`config.mk`:
```
export PLATFORM = sky130hd
export DESIGN_NAME = time_counter
export DESIGN_NICKNAME = d
export VERILOG_FILES = /design/src/rtl/time_counter.sv
export SDC_FILE = /design/constraint.sdc
export NUM_CORES = 1
export LEC_CHECK = 0
export CORE_MARGIN = 2
export CORE_UTILIZATION = 45
export DETAILED_ROUTE_END_ITERATION = 7
export DONT_BUFFER_PORTS = 1
export PLACE_DENSITY_LB_ADDON = 0.3
export SLEW_MARGIN = 20
export SYNTH_ARGS = -nofsm -noshare
export SYNTH_HDL_FRONTEND = slang
export SYNTH_SLANG_ARGS = --single-unit
export TNS_END_PERCENT = 100
```
`constraint.sdc`:
```
create_clock -name clk -period 2.5 [get_ports clk]
set_input_delay 0.25 -clock clk [delete_from_list [all_inputs] [get_ports clk]]
set_output_delay 0.25 -clock clk [all_outputs]
set_load 0.01 [all_outputs]
```
`src/rtl/time_counter.sv`:
```
// Time-of-day counter: turns clk_N rising edges into one-second ticks and keeps
// packed-BCD hh:mm:ss with a RUN/SET_HOUR/SET_MIN setting machine.
// Define TIME_COUNTER_12H_EN for a 12-hour clock with a PM flag.
module time_counter #(
  parameter logic [7:0] HOUR_RESET = 8'h00
) (
  input  logic       clk,
  input  logic       rst_n,
  input  logic       clk_N,
  input  logic       mode,
  input  logic       inc,
  input  logic       pause,
  output logic [7:0] hour_bcd,
  output logic [7:0] min_bcd,
  output logic [7:0] sec_bcd,
  output logic [1:0] state,
  output logic       pm,
  output logic       day_carry
);

  typedef enum logic [1:0] {
    RUN      = 2'd0,
    SET_HOUR = 2'd1,
    SET_MIN  = 2'd2
  } state_e;

  state_e     state_q, state_d;
  logic [7:0] hour_q, hour_d;
  logic [7:0] min_q, min_d;
  logic [7:0] sec_q, sec_d;
  logic       carry_q, carry_d;
  logic       pm_q, pm_d;
  logic       s1, s2, s3;
  logic       tick;

  // Increment one packed-BCD field; range wrap is handled by the callers.
  function automatic logic [7:0] bcd_inc(input logic [7:0] v);
    if (v[3:0] == 4'd9) return {v[7:4] + 4'd1, 4'd0};
    else                return {v[7:4], v[3:0] + 4'd1};
  endfunction

  function automatic logic [7:0] sixty_inc(input logic [7:0] v);
    return (v == 8'h59) ? 8'h00 : bcd_inc(v);
  endfunction

  function automatic logic [7:0] hour_inc(input logic [7:0] h);
`ifdef TIME_COUNTER_12H_EN
    return (h == 8'h12) ? 8'h01 : bcd_inc(h);
`else
    return (h == 8'h23) ? 8'h00 : bcd_inc(h);
`endif
  endfunction

  // s1/s2 resynchronise the divider output; s3 is history for edge detection.
  // NOTE: sequential state uses non-blocking assignments so every flop samples
  // the pre-edge value of its neighbours and the chain behaves as a shift register.
  always_ff @(posedge clk or negedge rst_n) begin
    if (!rst_n) begin
      s1 <= 1'b0;
      s2 <= 1'b0;
      s3 <= 1'b0;
    end else begin
      s1 <= clk_N;
      s2 <= s1;
      s3 <= s2;
    end
  end

  assign tick = s2 & ~s3;

  // NOTE: every variable gets its hold value first so no branch can leave it
  // unassigned and infer a latch.
  always_comb begin
    state_d = state_q;
    hour_d  = hour_q;
    min_d   = min_q;
    sec_d   = sec_q;
    pm_d    = pm_q;
    carry_d = 1'b0;

    case (state_q)
      RUN: begin
        if (tick && !pause) begin
          if (sec_q == 8'h59) begin
            sec_d = 8'h00;
            if (min_q == 8'h59) begin
              min_d  = 8'h00;
              hour_d = hour_inc(hour_q);
`ifdef TIME_COUNTER_12H_EN
              // 11:59:59 -> 12:00:00 flips AM/PM; only leaving PM starts a new day.
              if (hour_q == 8'h11) begin
                pm_d    = ~pm_q;
                carry_d = pm_q;
              end
`else
              carry_d = (hour_q == 8'h23);
`endif
            end else begin
              min_d = bcd_inc(min_q);
            end
          end else begin
            sec_d = bcd_inc(sec_q);
          end
        end
        // A tick in the same cycle is still applied above.
        if (mode) state_d = SET_HOUR;
      end

      SET_HOUR: begin
        if (mode) begin
          state_d = SET_MIN;
        end else if (inc) begin
          hour_d = hour_inc(hour_q);
`ifdef TIME_COUNTER_12H_EN
          if (hour_q == 8'h11) pm_d = ~pm_q;
`endif
        end
      end

      SET_MIN: begin
        if (mode) begin
          state_d = RUN;
          sec_d   = 8'h00;
        end else if (inc) begin
          min_d = sixty_inc(min_q);
        end
      end

      default: state_d = RUN;
    endcase
  end

  // NOTE: only control and time registers exist here, so all of them take the
  // asynchronous reset; there is no storage array to leave unreset.
  always_ff @(posedge clk or negedge rst_n) begin
    if (!rst_n) begin
      state_q <= RUN;
      hour_q  <= HOUR_RESET;
      min_q   <= 8'h00;
      sec_q   <= 8'h00;
      carry_q <= 1'b0;
      pm_q    <= 1'b0;
    end else begin
      state_q <= state_d;
      hour_q  <= hour_d;
      min_q   <= min_d;
      sec_q   <= sec_d;
      carry_q <= carry_d;
      pm_q    <= pm_d;
    end
  end

  assign hour_bcd  = hour_q;
  assign min_bcd   = min_q;
  assign sec_bcd   = sec_q;
  assign state     = state_q;
  assign day_carry = carry_q;
`ifdef TIME_COUNTER_12H_EN
  assign pm = pm_q;
`else
  assign pm = 1'b0;
`endif

endmodule

```
# Word level (Yosys, flattened, before mapping)
# Index checks and enable logic that the tools add are counted.
# classes
bitwise_logic	2
n_eq_ne	19
mux	28
reduce_logical	10
n_addsub	6
# ops
operator	n
two-way mux 8 bit	17
one-hot mux 8 bit (2 select lines)	3
adder 4 x 1 -> 4 bit (second input constant)	6
!= test 2 bit (second input constant)	10
equality test 8 x 7 -> 1 bit (second input constant)	2
equality test 4 bit (second input constant)	3
equality test 8 x 6 -> 1 bit (second input constant)	1
two-way mux 2 bit	3
one-hot mux 2 bit (3 select lines)	1
AND reduction 3 bit	2
AND reduction 6 bit	1
AND reduction 5 bit	1
two-way mux 1 bit	4
AND reduction 4 bit	1
nonzero test 2 bit	2
!= test 3 bit (second input constant)	1
equality test 2 x 1 -> 1 bit (second input constant)	1
equality test 2 bit (second input constant)	1
logical NOT 2 bit	1
bitwise AND 1 bit	1
logical AND 1 bit	1
logical NOT 1 bit	1
NOT 1 bit	1
# totals
output_inout_bits	28
regBits	30
word_cells	74
input_bits	6

# Logic depth before layout (Yosys ltp)
# logic_depth
depth_word	7
mapped_depth	8
depth_no_buf	7

# Least setup slack after synthesis
# OpenSTA, ideal clock, no wires.
# synth_timing
path_type	reg2reg
start	register state_q[1] (netlist: state[1])
end	register min_q[3] (netlist: min_bcd[3])
stages_incl_launch_ff	6
setup_ns	0.069
required_ns	2.431
setup_slack_ns	0.611
path_buffers	0
arrival_time_ns	1.820
synth_period_minus_slack_ns	1.889
cell_sequence	dfrtp_1 -> or2_2 -> nor4_4 -> nor2_2 -> or4b_1 -> nand3_1
# synth_between
elab_chain_len	3
word_cells_on_any_way	9
cone_classes	eq/ne: 5; mux: 1; reduce/logical: 3
# synth_lines
item	line_no	text
from (decl)	27	state_e state_q, state_d;
from (signal assigned)	144	state_q <= state_d;
equality test 2 bit / logical NOT 2 bit (equally long branches)	81	case (state_q)
!= test 2 bit (no line) / nonzero test 2 bit (equally long branches)	n/a	
AND reduction 5 bit (no line)	n/a	
to (signal assigned)	146	min_q <= min_d;
to (decl)	29	logic [7:0] min_q, min_d;
# Parallel ways exist; a longest one is shown, timed or not.
# A chain may end at the register's enable or synchronous reset.

# Final worst setup path
# layout_timing
start	register state_q[1] (netlist: state[1])
end	register min_q[7] (netlist: min_bcd[7])
# The elaborated chain is that of the path after synthesis.

==> summary.md <==
| Metric | Value |
|---|---|
| VDD IR max | 0.000408 V |
| Maximum operating frequency | 485 MHz |
| Power Internal | 930 µW |
| Crit. Startpoint | state[1]$_DFFE_PN0P_ |
| Worst EP arrival | 2330 ps |
| PD cells | 933 nW/µm² |
| Crit-path max FO | 9 |
| Starting density of the core | 47.3% |
| Combinational Power Share | 29.3% |
| ANT nets after route | 0 |
| Max-slew violations | 0 |
| Switch share | 42.4% |
| # port buffers | 0 |
| Syn_area_per_cell | 9.95 µm² |
| Min-delay src | mode |
| Largest net degree at the start of global routing | 31 |
| Setup TNS | 0 ps |
| Post-cts gate resize count | 0 |
| Max clock buf depth | 2 |
| Synthesis-stage register bit count | 30 |
| Clock latency on the worst-skew pair | 320 ps |
| Final-stage net count | 187 |
| Post-synthesis net count | 178 |
| Cell chain of the critical path | or2_2 -> nor4_4 -> o21ai_1 -> or4_1 -> nand2_1 |
| Num rows | 21 |
| CTS root buf | clkbuf_4 |
| Num CTS Buffers | 5 |
| Drc violations | 0 |
| Post-Synth XOR/XNOR Area | 1.65% |
| Global route overflow | 0 |
| DRT iter0 DRCs | 71 |
| Sequential power share | 54.6% |
| Req. time, crit path | 2770 ps |
| Largest family of logic cells by synthesized area | simple AND/OR/NAND/NOR gates |
| Sequential element share of the synthesized area | 47.2% |
| CTS Sinks | 30 |
| Wire per inst | 13.8 µm |
| Setup violations, final | 0 |
| DRT Wirelength | 2960 µm |
| Fin Hold WS | 45.4 ps |
| Most common cell after layout, fill and taps aside | dfrtp_1 |
| Die W | 63.5 µm |
| Status | completed |
| Final worst-path cycle share | 82.4% |
| Global Route Usage Sum | 17.4% |
| Number of global-route vias before repair | 1226 |
| Skew final | 2.65 ps |
| Worst stage delay on the critical path | 500 ps |
| GP Congestion | 0.746 |
| Post-synth EDFFs | 0 |
| Layout area overhead | 8.65% |
| Async set-reset flop share out of synthesis | 100% |
| Top Ports | 34 |
| Worst setup SP type | flop |
| RSZ-0062 raised after global routing | false |
| Die area | 4030 µm² |
| Core area | 3360 µm² |
| TritonCTS clock tree | built |
| Setup Fix Bufs, Post-CTS | 0 |
| Clock-pin slew on the worst setup and hold paths | 90 ps |
| Compound-gate portion of the synthesized area | 12.0% |
| Prevailing post-synth register cell | dfrtp_1 |
| Leakage power | 0.760 nW |
| Fin crit period | 2060 ps |
| Antenna Cells | 0 |
| Cts hold-fix bufs | 3 |
| CP Class | flop to flop |
| Most frequent cells in the layout | dfrtp_1, nand2_1, o21ai_0 |
| DP Wirelength | 2100 µm |
| Final-report hold violation count | 0 |
| Die H | 63.5 µm |
| Hold Path Class | input port to flop |
| Mapped cell area | 1590 µm² |
| Clock power frac | 16.1% |
| Post-Synth Adder-Cell Area | 9.43% |
| Sw power | 684 µW |
| Multiplexer share of the synthesized area | 1.42% |
| Initial antenna violation count | 0 |
| Share of cells above drive strength 1 | 9.47% |
| Syn. warnings | 0 |
| CP endpoint kind | flop |
| Synth Instances | 160 |
| First-pass detailed-route iteration total | 4 |
| CP max-delay cell | dfrtp_1 |
| Max H-tree Level | 2 |
| Synth cell types | 38 |
| Vias | 1196 |
| Vias per cell | 5.56 |
| First-pass GRT wire length | 5390 µm |
| Max cap viols | 0 |
| Post-synthesis simple-gate area fraction | 25.4% |
| Reg-to-Reg Start | state[1]$_DFFE_PN0P_ |
[worst paths after layout]
check                                           to  slack, ps  depth (start not counted)
max                         min_bcd[7]$_DFFE_PN0P_        440                          5
min                           state[1]$_DFFE_PN0P_         50                          1
max reg2reg                 min_bcd[7]$_DFFE_PN0P_        440                          5
min reg2reg                           s2$_DFF_PN0_        370                          0
max in group asynchronous  hour_bcd[7]$_DFFE_PN0P_       1960                          2
min in group asynchronous     state[0]$_DFFE_PN0P_        370                          2
[worst max-delay path, delay by kind of cell, from the launching register on]
kind            cells  cell delay, ps
compound gates      1             250
flops               1             500
simple gates        4            1260
[power by group through the flow]
stage               Combinational (mW)  Sequential (mW)  Clock, mW
floorplan                        0.383            0.834          0
global placement                 0.435            0.876          0
detailed placement               0.460            0.890          0
CTS                              0.480            0.881      0.271
global route                     0.563            0.917      0.294
finish                           0.473            0.882      0.259
[cells in the mapped netlist, drive strengths merged, types with 2 or more instances]
| library cell | n | area share (%) |
|---|---|---|
| xor2 | 2 | 1.1 |
| ha | 12 | 9.4 |
| nand3 | 7 | 2.2 |
| and2 | 2 | 0.79 |
| inv | 8 | 1.9 |
| and3b | 2 | 1.1 |
| nand2 | 21 | 5.0 |
| dfrtp | 30 | 47 |
| mux2 | 2 | 1.4 |
| or2 | 2 | 0.79 |
| or3 | 2 | 0.79 |
| o21ai | 19 | 6.0 |
| nor3 | 3 | 1.3 |
| a21o | 2 | 0.94 |
| o31ai | 5 | 2.4 |
| nand3b | 4 | 1.9 |
| a21oi | 6 | 1.9 |
| buf | 2 | 0.79 |
| nor3b | 3 | 1.7 |
| nand2b | 6 | 2.4 |
| nor2 | 7 | 1.8 |
| or4b | 2 | 1.3 |
[metrics by stage]
step | std cells | area (µm²) | utilization [%] | setup WS, ps | total power [mW]
5_1_grt | 215 | 1730 | 51.4 | 240 | 1.77
4_1_cts | 215 | 1730 | 51.4 | 427 | 1.63
3_3_place_gp | 205 | 1640 | 48.9 | 502 | 1.31
6_report | 215 | 1730 | 51.4 | 440 | 1.61
2_1_floorplan | 160 | 1590 | - | 611 | 1.22
3_5_place_dp | 205 | 1640 | 48.9 | 439 | 1.35
[cell families after synthesis]
group	after synthesis
AND/OR/NAND/NOR	68
AO/OA/AOI/OAI	34
flip-flops	30
adder cells (fa/ha/maj)	12
buffers and inverters	10
XOR/XNOR	3
multiplexers	2
other	1
[registers in the layout (all words and copies together), names as in the netlist]
signal	flops
s1	1
min_bcd	8
s2	1
day_carry	1
sec_bcd	8
hour_bcd	8
s3	1
state	2
[metal layers]
layer / GRT usage [%] / wire (µm)
met5: 0 / 0
met4: 7.61 / 47
met3: 7.68 / 228
met2: 26.3 / 1350
met1: 21.5 / 1340
[final cells by class]
cell class                      instances  area [µm²]
Clock buffer                            7        45.0
Fill cell                             346        1630
Inverter                                8        30.0
Multi-Input combinational cell        120         798
Sequential cell                        30         751
Tap cell                               46        57.6
Timing Repair Buffer                    4        47.5
Note: power is estimated with default switching activity, not from simulation.
